`config.mk`:
```
export PLATFORM = sky130hd
export DESIGN_NAME = i2s_capture
export DESIGN_NICKNAME = d
export VERILOG_FILES = /design/src/rtl/i2s_capture.sv
export SDC_FILE = /design/constraint.sdc
export NUM_CORES = 1
export LEC_CHECK = 0
export CORE_MARGIN = 1
export CORE_UTILIZATION = 60
export CTS_CLUSTER_SIZE = 25
export DETAILED_ROUTE_END_ITERATION = 10
export PLACE_DENSITY_LB_ADDON = 0.08
export SLEW_MARGIN = 5
export SYNTH_ARGS = -nofsm -noshare
export SYNTH_HDL_FRONTEND = slang
export SYNTH_SLANG_ARGS = --single-unit
```
`constraint.sdc`:
```
create_clock -name slot_clk -period 4.43 [get_ports slot_clk]
set_clock_uncertainty 0.05 [all_clocks]
set_input_delay 0.6645 -clock slot_clk [delete_from_list [all_inputs] [get_ports slot_clk]]
set_output_delay 0.6645 -clock slot_clk [all_outputs]
set_load 0.02 [all_outputs]
```
`src/rtl/i2s_capture.sv`:
```
// I2S receive path: masters pbck/plrck from slot_clk, deserialises up to 8 channels
// and streams whole frames as sign-extended 32-bit words; frames are delivered or dropped whole.
module i2s_capture #(
    parameter int unsigned CLK_RATIO   = 256,
    parameter int unsigned SAMPLE_BITS = 24
) (
    input  logic        slot_clk,
    input  logic        reset,
    input  logic        enable,
    input  logic        chan,
    output logic        pbck,
    output logic        plrck,
    input  logic [3:0]  pdata,
    output logic        aud_wr_valid,
    output logic [31:0] aud_wr_data,
    input  logic        aud_wr_ready,
    output logic        overflow,
    input  logic        overflow_clear,
    output logic [7:0]  frames_dropped
);

    localparam logic [9:0] LAST  = 10'(CLK_RATIO - 1);
    localparam logic [9:0] HALF  = 10'(CLK_RATIO / 2);
    localparam logic [9:0] DIV   = 10'(CLK_RATIO / 64);
    localparam logic [9:0] DHALF = 10'(CLK_RATIO / 128);
    localparam logic [9:0] SB    = 10'(SAMPLE_BITS);

    typedef enum logic {IDLE, SEND} state_t;

    state_t                   state, state_nx;
    logic [9:0]               cnt, phase, bidx;
    logic [2:0]               idx, idx_nx;
    logic                     n8, buf_n8;
    logic                     right_half, sample_now, frame_end;
    logic                     last_hs, commit, drop;
    logic [SAMPLE_BITS-1:0]   shreg [8];
    logic [SAMPLE_BITS-1:0]   obuf  [8];

    always_comb begin
        phase      = cnt % DIV;
        right_half = cnt >= HALF;
        bidx       = (cnt % HALF) / DIV;
        sample_now = enable && (phase == DHALF) && (bidx != '0) && (bidx <= SB);
        frame_end  = enable && (cnt == LAST);
    end

    always_ff @(posedge slot_clk or negedge reset) begin
        if (!reset) begin
            cnt   <= '0;
            pbck  <= 1'b0;
            plrck <= 1'b0;
            n8    <= 1'b0;
        end else begin
            if (!enable || cnt == LAST)
                cnt <= '0;
            else
                cnt <= cnt + 10'd1;
            pbck  <= enable && (phase >= DHALF);
            plrck <= enable && right_half;
            // Channel count chosen here applies to the frame that starts next.
            if (cnt == LAST)
                n8 <= chan;
        end
    end

    always_ff @(posedge slot_clk or negedge reset) begin
        if (!reset) begin
            for (int unsigned i = 0; i < 8; i++)
                shreg[i] <= '0;
        end else if (sample_now) begin
            for (int unsigned l = 0; l < 4; l++) begin
                if (right_half)
                    shreg[2*l+1] <= SAMPLE_BITS'({shreg[2*l+1], pdata[l]});
                else
                    shreg[2*l]   <= SAMPLE_BITS'({shreg[2*l], pdata[l]});
            end
        end
    end

    // A commit coinciding with the final handshake counts as drained.
    always_comb begin
        state_nx = state;
        idx_nx   = idx;
        last_hs  = (state == SEND) && aud_wr_ready && (idx == (buf_n8 ? 3'd7 : 3'd1));
        commit   = frame_end && ((state == IDLE) || last_hs);
        drop     = frame_end && !commit;
        case (state)
            IDLE: begin
                if (commit) begin
                    state_nx = SEND;
                    idx_nx   = '0;
                end
            end
            SEND: begin
                if (commit) begin
                    idx_nx = '0;
                end else if (last_hs) begin
                    state_nx = IDLE;
                    idx_nx   = '0;
                end else if (aud_wr_ready) begin
                    idx_nx = idx + 3'd1;
                end
            end
            default: state_nx = IDLE;
        endcase
    end

    always_ff @(posedge slot_clk or negedge reset) begin
        if (!reset) begin
            state <= IDLE;
            idx   <= '0;
        end else begin
            state <= state_nx;
            idx   <= idx_nx;
        end
    end

    always_ff @(posedge slot_clk or negedge reset) begin
        if (!reset) begin
            buf_n8         <= 1'b0;
            overflow       <= 1'b0;
            frames_dropped <= '0;
            for (int unsigned i = 0; i < 8; i++)
                obuf[i] <= '0;
        end else begin
            if (commit) begin
                buf_n8 <= n8;
                for (int unsigned c = 0; c < 8; c++)
                    if (c < 2 || n8)
                        obuf[c] <= shreg[c];
            end
            if (drop) begin
                overflow <= 1'b1;
                if (frames_dropped != '1)
                    frames_dropped <= frames_dropped + 8'd1;
            end else if (overflow_clear) begin
                overflow <= 1'b0;
            end
        end
    end

    assign aud_wr_valid = (state == SEND);
    assign aud_wr_data  = {{(32-SAMPLE_BITS){obuf[idx][SAMPLE_BITS-1]}}, obuf[idx]};

endmodule
```
## After elaboration in Yosys (flattened, before gate mapping)

Index checks and enable logic that the tools add are counted.

- Bits of input ports: 10
- Bits in latches: 0
- Memories kept: 0
- Bits in read-only memories: 0
- Register bits: 411
- Logic and storage cells: 78
- Bits in writable memories: 0

- Bitwise operators: 3
- Divide/modulo/power cells: 0
- Add/sub/neg operators: 3
- Equal/unequal tests: 6
- Shifts and indexed selects: 0
- Order comparisons: 4
- Muxes and demuxes: 16
- $mul: 0
- Reductions and logical operators: 21

Operator list:

| cell | count |
|---|---|
| $bmux 24 s3 | 1 |
| $mux 24 | 2 |
| $mux 3 | 5 |
| $add 10x1->10 const B | 1 |
| $eq 10x8->1 const B | 1 |
| $ge 10x8->1 const B | 1 |
| $logic_and 1x1->1 | 10 |
| $mux 10 | 1 |
| $reduce_and 2->1 | 5 |
| $reduce_bool 10->1 | 1 |
| $add 8x1->8 const B | 1 |
| $ne 8x8->1 const B | 1 |
| $pmux 3 s2 | 1 |
| $le 5x5->1 const B | 1 |
| $mux 1 | 5 |
| $ge 4x4->1 const B | 1 |
| $ne 4x2->1 const B | 1 |
| $not 3->4 | 1 |
| $add 3x1->3 const B | 1 |
| $eq 3x3->1 | 1 |
| $eq 2x2->1 const B | 1 |
| $ge 2x2->1 const B | 1 |
| $logic_not 1->1 | 2 |
| $logic_or 1x1->1 | 2 |
| 4 further kinds | 5 |

## Depth between registers and ports, before layout

- Depth after elaboration: 8
- Mapped depth: 9
- Mapped depth without buffers: 6

## Worst setup path before layout

OpenSTA, ideal clock, no wires.

- Kind: reg2out
- Start: register idx[0]
- End: output aud_wr_data[24]
- Arrival: 2,162 ps
- Setup slack: 1,553 ps
- Data required time: 3,716 ps
- Buffers on the path: 3
- Stages on the path, launching flop included: 7
- Cell sequence: dfrtp_1 > clkbuf_1 > buf_1 > mux4_2 > nand2_1 > nand2_1 > buf_4

- Word-level cells in the longest chain between the ends: 4

Ends and longest elaborated chain:

| item | line | text |
|---|---|---|
| start: declaration | 32 | `logic [2:0] idx, idx_nx;` |
| start signal: assignment | 114 | `idx <= idx_nx;` |
| $not 3->4 | -- |  |
| $bmux 24 s3 | -- |  |
| $mux 24 (2 in a row) | -- |  |
| end: declaration | 15 | `output logic [31:0] aud_wr_data,` |

Every way passes these cells. The select of a mux whose other input is x is not followed.

## Worst setup path in the final report

- Start: register idx[0]
- End: output aud_wr_data[17]

- Word-level cells in the longest chain between the ends: 4

Ends and longest elaborated chain:

| item | line | text |
|---|---|---|
| $not 3->4 (implied by the code) | 143 | `assign aud_wr_data = {{(32-SAMPLE_BITS){obuf[idx][SAMPLE_BITS-1]}}, obuf[idx]};` |
| $bmux 24 s3 | 143 |  |
| $mux 24 (implied by the code) (2 in a row) | 143 |  |

Every way passes these cells. The select of a mux whose other input is x is not followed.

==> impl_metrics.env <==
export IMPL_drcViolationCount=0
export IMPL_postCtsHoldBufs=0
export IMPL_syn_area_um2=16900
export IMPL_yosysSeqAreaShare_pct=60.7
export IMPL_start_util_pct=61.0
export IMPL_setup_viol=0
export IMPL_drive_gt1_share_pct=45.2
export IMPL_final_cells=1537
export IMPL_die_x_um=170
export IMPL_ff2ff_setup_slack_ns=1.37
export IMPL_dp_cells=1463
export IMPL_first_iter_violations=456
export IMPL_worstPathRequired_ns=3.72
export IMPL_cts_setup_buffers=0
export IMPL_status="complete, no violations"
export IMPL_cts_resized=0
export IMPL_synthMostInstantiatedCell="dfrtp_1"
export IMPL_core_area_um2=27800
export IMPL_synth_flop_cell="dfrtp_1"
export IMPL_endpoint="aud_wr_data[17]"
export IMPL_numCtsBuffers=42
export IMPL_r2r_cells=6
export IMPL_grt_pass1_wl_um=50300
export IMPL_grt_start_max_net_pins=123
export IMPL_die_y_um=170
export IMPL_routed_wl_um=30100
export IMPL_antenna_left=0
export IMPL_synth_enable_flop_cells=0
export IMPL_synthToLayoutAreaGrowth_pct=13.4
export IMPL_r2r_end="obuf[34]$_DFFE_PN0P_"
export IMPL_peakVddDrop_mv=0.298
export IMPL_ys_warn_count=0
export IMPL_layout_nets=1144
export IMPL_finalWorstSetupSlack_ns=0.645
export IMPL_clockBufferDepth=3
export IMPL_grt_pass1_vias=9195
export IMPL_num_io_pins=54
export IMPL_yosys_cell_types_count=36
export IMPL_relSlewSlack_pct=40.0
export IMPL_regToRegStartpoint="idx[1]$_DFFE_PN0P_"
export IMPL_critPathKind="reg2out"
export IMPL_n_antenna_cell=0
export IMPL_fmax_mhz=264
export IMPL_powerDensity_nw_per_um2=419
export IMPL_yosys_area_top_type="dfrtp_1"
export IMPL_drv_cap=0
export IMPL_arrival_ns=3.07
export IMPL_synth_seq_cells=411
export IMPL_final_area_um2=19200
export IMPL_hold_viol=0
export IMPL_track_usage_pct=22.4
export IMPL_via_per_inst=5.71
export IMPL_min_period_ns=3.78
export IMPL_cts_root_buffer="clkbuf_16"
export IMPL_finalCritPeriodShare_pct=85.4
export IMPL_rsz0062_at_grt="no"
export IMPL_syn_num_nets=1102
export IMPL_hold_path_class="in2async"
export IMPL_htree_levels=2
export IMPL_avgSynthCellArea_um2=15.6
export IMPL_clk_latency_ns=0.53
export IMPL_clk_pin_slew_ns=0.06
export IMPL_tritoncts="built"
export IMPL_dp_slack_ns=1.14
export IMPL_leakage_nw=9.69
export IMPL_slew_viol_final=0
export IMPL_dr_total_vias=8777
export IMPL_portBuffers=53
export IMPL_dp_hpwl_um=18300
export IMPL_placed_cell_area_um2=17800
export IMPL_die_area_um2=28900
export IMPL_synth_common_cells="dfrtp_1 (411), mux2_2 (386), nand2_1 (81)"
export IMPL_endpoint_kind="primary output"
export IMPL_first_pass_iters=5
export IMPL_filler_cell_count=1980
export IMPL_globalplace_congestion=0.794
export IMPL_grt_ovfl_total=0
export IMPL_startpoint="idx[0]$_DFFE_PN0P_"
export IMPL_synth_top_area_share_pct=60.7
export IMPL_crit_fanout=31
export IMPL_tightest_slew_ns=0.900
export IMPL_detail_route_wl_per_cell_um=19.6
export IMPL_fin_util_pct=69.2
export IMPL_netlist_instances=1087
export IMPL_antenna_found_initial=0
export IMPL_async_flop_share_pct=100
export IMPL_fp_row_count=61
export IMPL_synth_top_cells_by_area="dfrtp_1 (61%), mux2_2 (26%), mux4_2 (6.4%), nand2_1 (1.8%), buf_2 (1.0%)"
export IMPL_cts_sinks=411
export IMPL_tns_ns=0
export IMPL_start_kind="flip-flop"
-- metrics by stage --
stage / power (mW) / hold slack (ns)
global route: 8.36 / 0.248
CTS: 8.16 / 0.197
floorplan: 4.36 / 0.319
finish: 8.05 / 0.174
global placement: 4.62 / 0.432
detailed placement: 4.63 / 0.432
-- final cells by class --
class	count	area, um2	area share, %
flip-flops and latches	411	10300	53.6
multi-input cells	596	6300	32.8
clock buffers	57	1190	6.18
repair buffers	67	728	3.79
well taps	378	473	2.46
clock inverters	17	189	0.983
inverters	11	41.3	0.215
-- per-layer routing --
layer / GRT usage [%] / routed length [um]
met4: 5.76 / 556
met3: 3.02 / 982
met2: 35.8 / 14600
met5: 0 / 0
met1: 32.8 / 14000
-- cell usage in the layout (no fill, tap or decap), types with 2 or more instances in the layout --
cell type,n
dfrtp_1,409
mux2_2,386
nand2_1,80
clkdlybuf4s50_1,52
mux4_2,48
clkbuf_16,42
nor2_1,16
inv_1,10
xnor2_1,9
clkinv_2,9
nand3_1,8
clkbuf_8,8
xor2_1,7
nor3_1,7
clkbuf_1,7
buf_12,7
buf_4,7
ha_1,5
nand4_1,3
nor2b_1,3
o22ai_1,3
o21ai_0,3
inv_6,3
bufinv_16,3
and2_1,2
and3_1,2
-- critical path, stage by stage, from the launching register on --
cell             delay (ns)
dfrtp_4                0.85
buf_12                 0.31
mux4_2                 0.56
nand2_1                0.09
nand2_1                0.13
clkdlybuf4s50_1        0.58
-- where the power goes --
part / internal [mW] / leakage [nW] / total [mW] / switching [mW]
logic: 0.262 / 3.29 / 0.598 / 0.336
registers: 3.79 / 5.71 / 3.95 / 0.159
clock network: 2.06 / 0.687 / 3.51 / 1.44
-- registers in the layout, indices dropped and copies added, names as in the netlist --
name and cells:
aud_wr_valid 1, buf_n8 1, cnt 10, frames_dropped 8
idx 3, n8 1, obuf 192, overflow 1
pbck 1, plrck 1, shreg 192
-- worst min-delay path by stage --
stage	endpoint	cells after the start
4_1_cts	cnt[8]$_DFF_PN0_	1
3_3_place_gp	obuf[122]$_DFFE_PN0P_	1
2_1_floorplan	aud_wr_valid$_DFF_PN0_	0
3_5_place_dp	frames_dropped[7]$_DFFE_PN0P_	1
5_1_grt	n8$_DFFE_PN0N_	1
6_report	n8$_DFFE_PN0N_	1
-- logic make-up after synthesis --
| kind of cell | count (synthesis) | share of synthesized area, % |
|---|---|---|
| mux | 434 | 32.0 |
| compound gates | 11 | 0.399 |
| xor+xnor | 16 | 0.827 |
| flops | 411 | 60.7 |
| buf+inv | 80 | 2.26 |
| simple gates | 130 | 3.43 |
| fa+ha+maj | 5 | 0.369 |
Power figures use the tool's default switching activity.
==> RTL edit: new RTL, config.mk and constraints unchanged <==
`SAMPLE_BITS`: 24 -> 20.
--- a/src/rtl/i2s_capture.sv
+++ b/src/rtl/i2s_capture.sv
@@ -4,3 +4,3 @@
     parameter int unsigned CLK_RATIO   = 256,
-    parameter int unsigned SAMPLE_BITS = 24
+    parameter int unsigned SAMPLE_BITS = 20
 ) (
Formal check against the unedited RTL: same outputs for any inputs over 10 cycles, from zero or initial values and one cycle with reset low; that may be too few to reach the edited logic, so the function may still have changed.
==> RTL edit against the original RTL <==
  * Sequential cell count decreased by 64
  * Routed wire length decreased by 8.5%
  * Non-clock buffer count increased by 5
  * Design area decreased by 13%
  * Die area decreased by 13%
  * Setup slack got worse by 100 ps
  * Sequential share of layout area decreased by 1.4 points
  * Synthesized area decreased by 13%
Power is not compared: it rests on default switching activity, and its combinational part moved more than twofold at a synthesized area within 25%.
==> RTL edit: results (changes against the original RTL) <==
- Share of cells above drive strength 1: 38.5% (was 45.2%)
- Largest registers: obuf: 160 flops, shreg: 160 flops, cnt: 10 flops (was obuf: 192 flops, shreg: 192 flops, cnt: 10 flops)
- Largest net degree at the start of global routing: 116 (was 123)
- DP Area: 15400 µm² (was 17800 µm²)
- CP startpoint: idx[0] (unchanged)
- Commonest cells post-synth: dfrtp_1, mux2_2, nand2_1 (unchanged)
- Leakage power: 8.18 nW
- Critical path's slowest cell: dfrtp_2 (was dfrtp_4)
- Post-CTS setup repair buffer count: 0 (unchanged)
- Post-Synthesis Net Count: 960 (was 1102)
- Net count reported at finish: 1009 (was 1144)
- Reg2reg end: obuf[5] (was obuf[34])
- Vias in the first global route: 8544 (was 9195)
- DP Wirelength: 17100 µm (was 18300 µm)
- H-tree level count: 2 (unchanged)
- Initial antenna violation count: 0 (unchanged)
- Fill cells: 1566 (was 1980)
- Least-Margin Pin Slew: 1030 ps (was 900 ps)
- Global-route wire length before repair: 46200 µm (was 50300 µm)
- Inserted Clock Buffers: 37 (was 42)
- Area contributors post-synth: dfrtp_1, mux2_2, mux4_2, mux2_1, buf_6 (was dfrtp_1, mux2_2, mux4_2, nand2_1, buf_2)
- Port bufs: 53 (unchanged)
- Yosys cell types: 41 (was 36)
- Worst Path Arrival: 3180 ps (was 3070 ps)
- Max rail drop VDD: 0.383 mV
- Slowest stage delay, CP: 1050 ps (was 850 ps)
- Pre-antenna DRT Iters: 4 (was 5)
- Via-to-Cell Ratio: 5.80 (was 5.71)
- GP Congestion: 0.779 (was 0.794)
- Routed WL: 27500 µm (was 30100 µm)
- Place WS: 1000 ps (was 1140 ps)
- Flop2flop setup slack: 1080 ps (was 1370 ps)
- Seq/Total Area, Yosys: 58.9% (was 60.7%)
- Worst reg-to-reg path cell count: 5 (was 6)
- Status: completed (unchanged)
- GRT Total Usage: 23.0% (was 22.4%)
- Clk_lat worst skew: 510 ps (was 530 ps)
- Worst setup margin: 540 ps (was 645 ps)
- Synth warnings: 0 (unchanged)
- Die area: 25200 µm² (was 28900 µm²)
- Initial DRC Count: 448 (was 456)
- Worst Path Max Fanout: 26 (was 31)
- R2R Path Start: idx[0] (was idx[1])
- Post-cts sizing count: 0 (unchanged)
==> RTL edit: changes by cell type in the layout (fill, tap and decap cells not counted), sizes merged, moves of 3 or more <==
cell / change
clkinv: -7
and4: +3
buf: +5
xnor2: -4
nand2: -8
mux4: -8
mux2: -61
inv: -5
nand4: +5
o2111ai: +3
dfrtp: -64
==> RTL edit: layout make-up <==
class / instances / area (µm²) / area share [%]
well taps: 319 / 399 / 2.40
multi-input cells: 528 / 5540 / 33.3
repair buffers: 72 / 753 / 4.53
clock inverters: 6 / 58.8 / 0.353
inverters: 8 / 30.0 / 0.180
flip-flops and latches: 347 / 8690 / 52.2
clock buffers: 59 / 1170 / 7.04
==> RTL edit: power by group <==
part	internal, mW	switching, mW	total, mW
Sequential	3.19	0.0171	3.20
Combinational	0.0328	0.0797	0.113
Clock	1.86	1.19	3.06
Total	5.08	1.29	6.37
==> RTL edit: critical path: cells and delay by family (launching register included) <==
family                 cells  cell delay [ps]
multiplexers               1              530
buffers and inverters      2              900
AND/OR/NAND/NOR            2              180
flip-flops                 1             1050
==> RTL edit: stage by stage <==
| step | std cells | hold slack [ps] |
|---|---|---|
| 2_1_floorplan | 945 | 319 |
| 3_3_place_gp | 1274 | 412 |
| 3_5_place_dp | 1274 | 422 |
| 4_1_cts | 1339 | 211 |
| 5_1_grt | 1339 | 240 |
| 6_report | 1339 | 160 |
==> RTL edit: how the worst min path moves through the flow <==
stage | slack (ps) | to | start
after global routing | 240 | cnt[1] | reset
after CTS | 210 | cnt[1] | reset
after global placement | 410 | shreg[139] | shreg[139]
final | 160 | cnt[1] | reset
after detailed placement | 420 | obuf[87] | obuf[87]
after floorplan | 320 | aud_wr_valid | reset
==> RTL edit: kinds of logic after synthesis <==
group / count (synthesis) / share of synthesized area [%]
DFF: 347 / 58.9
xor gates and xnor gates: 13 / 0.773
buffers and inverters: 70 / 3.58
muxes: 365 / 31.2
AOI/OAI and AO/OA: 18 / 1.02
adders and majority gates: 5 / 0.425
and+or+nand+nor: 127 / 4.07
==> RTL edit: layer usage <==
metal / GRT usage (%) / vias to the layer above / routed length, µm
met5: 0 / - / 0
met4: 5.87 / 0 / 494
met3: 3.13 / 38 / 744
met2: 38.9 / 117 / 13900
met1: 31.5 / 4123 / 12400
li1: - / 3482 / -
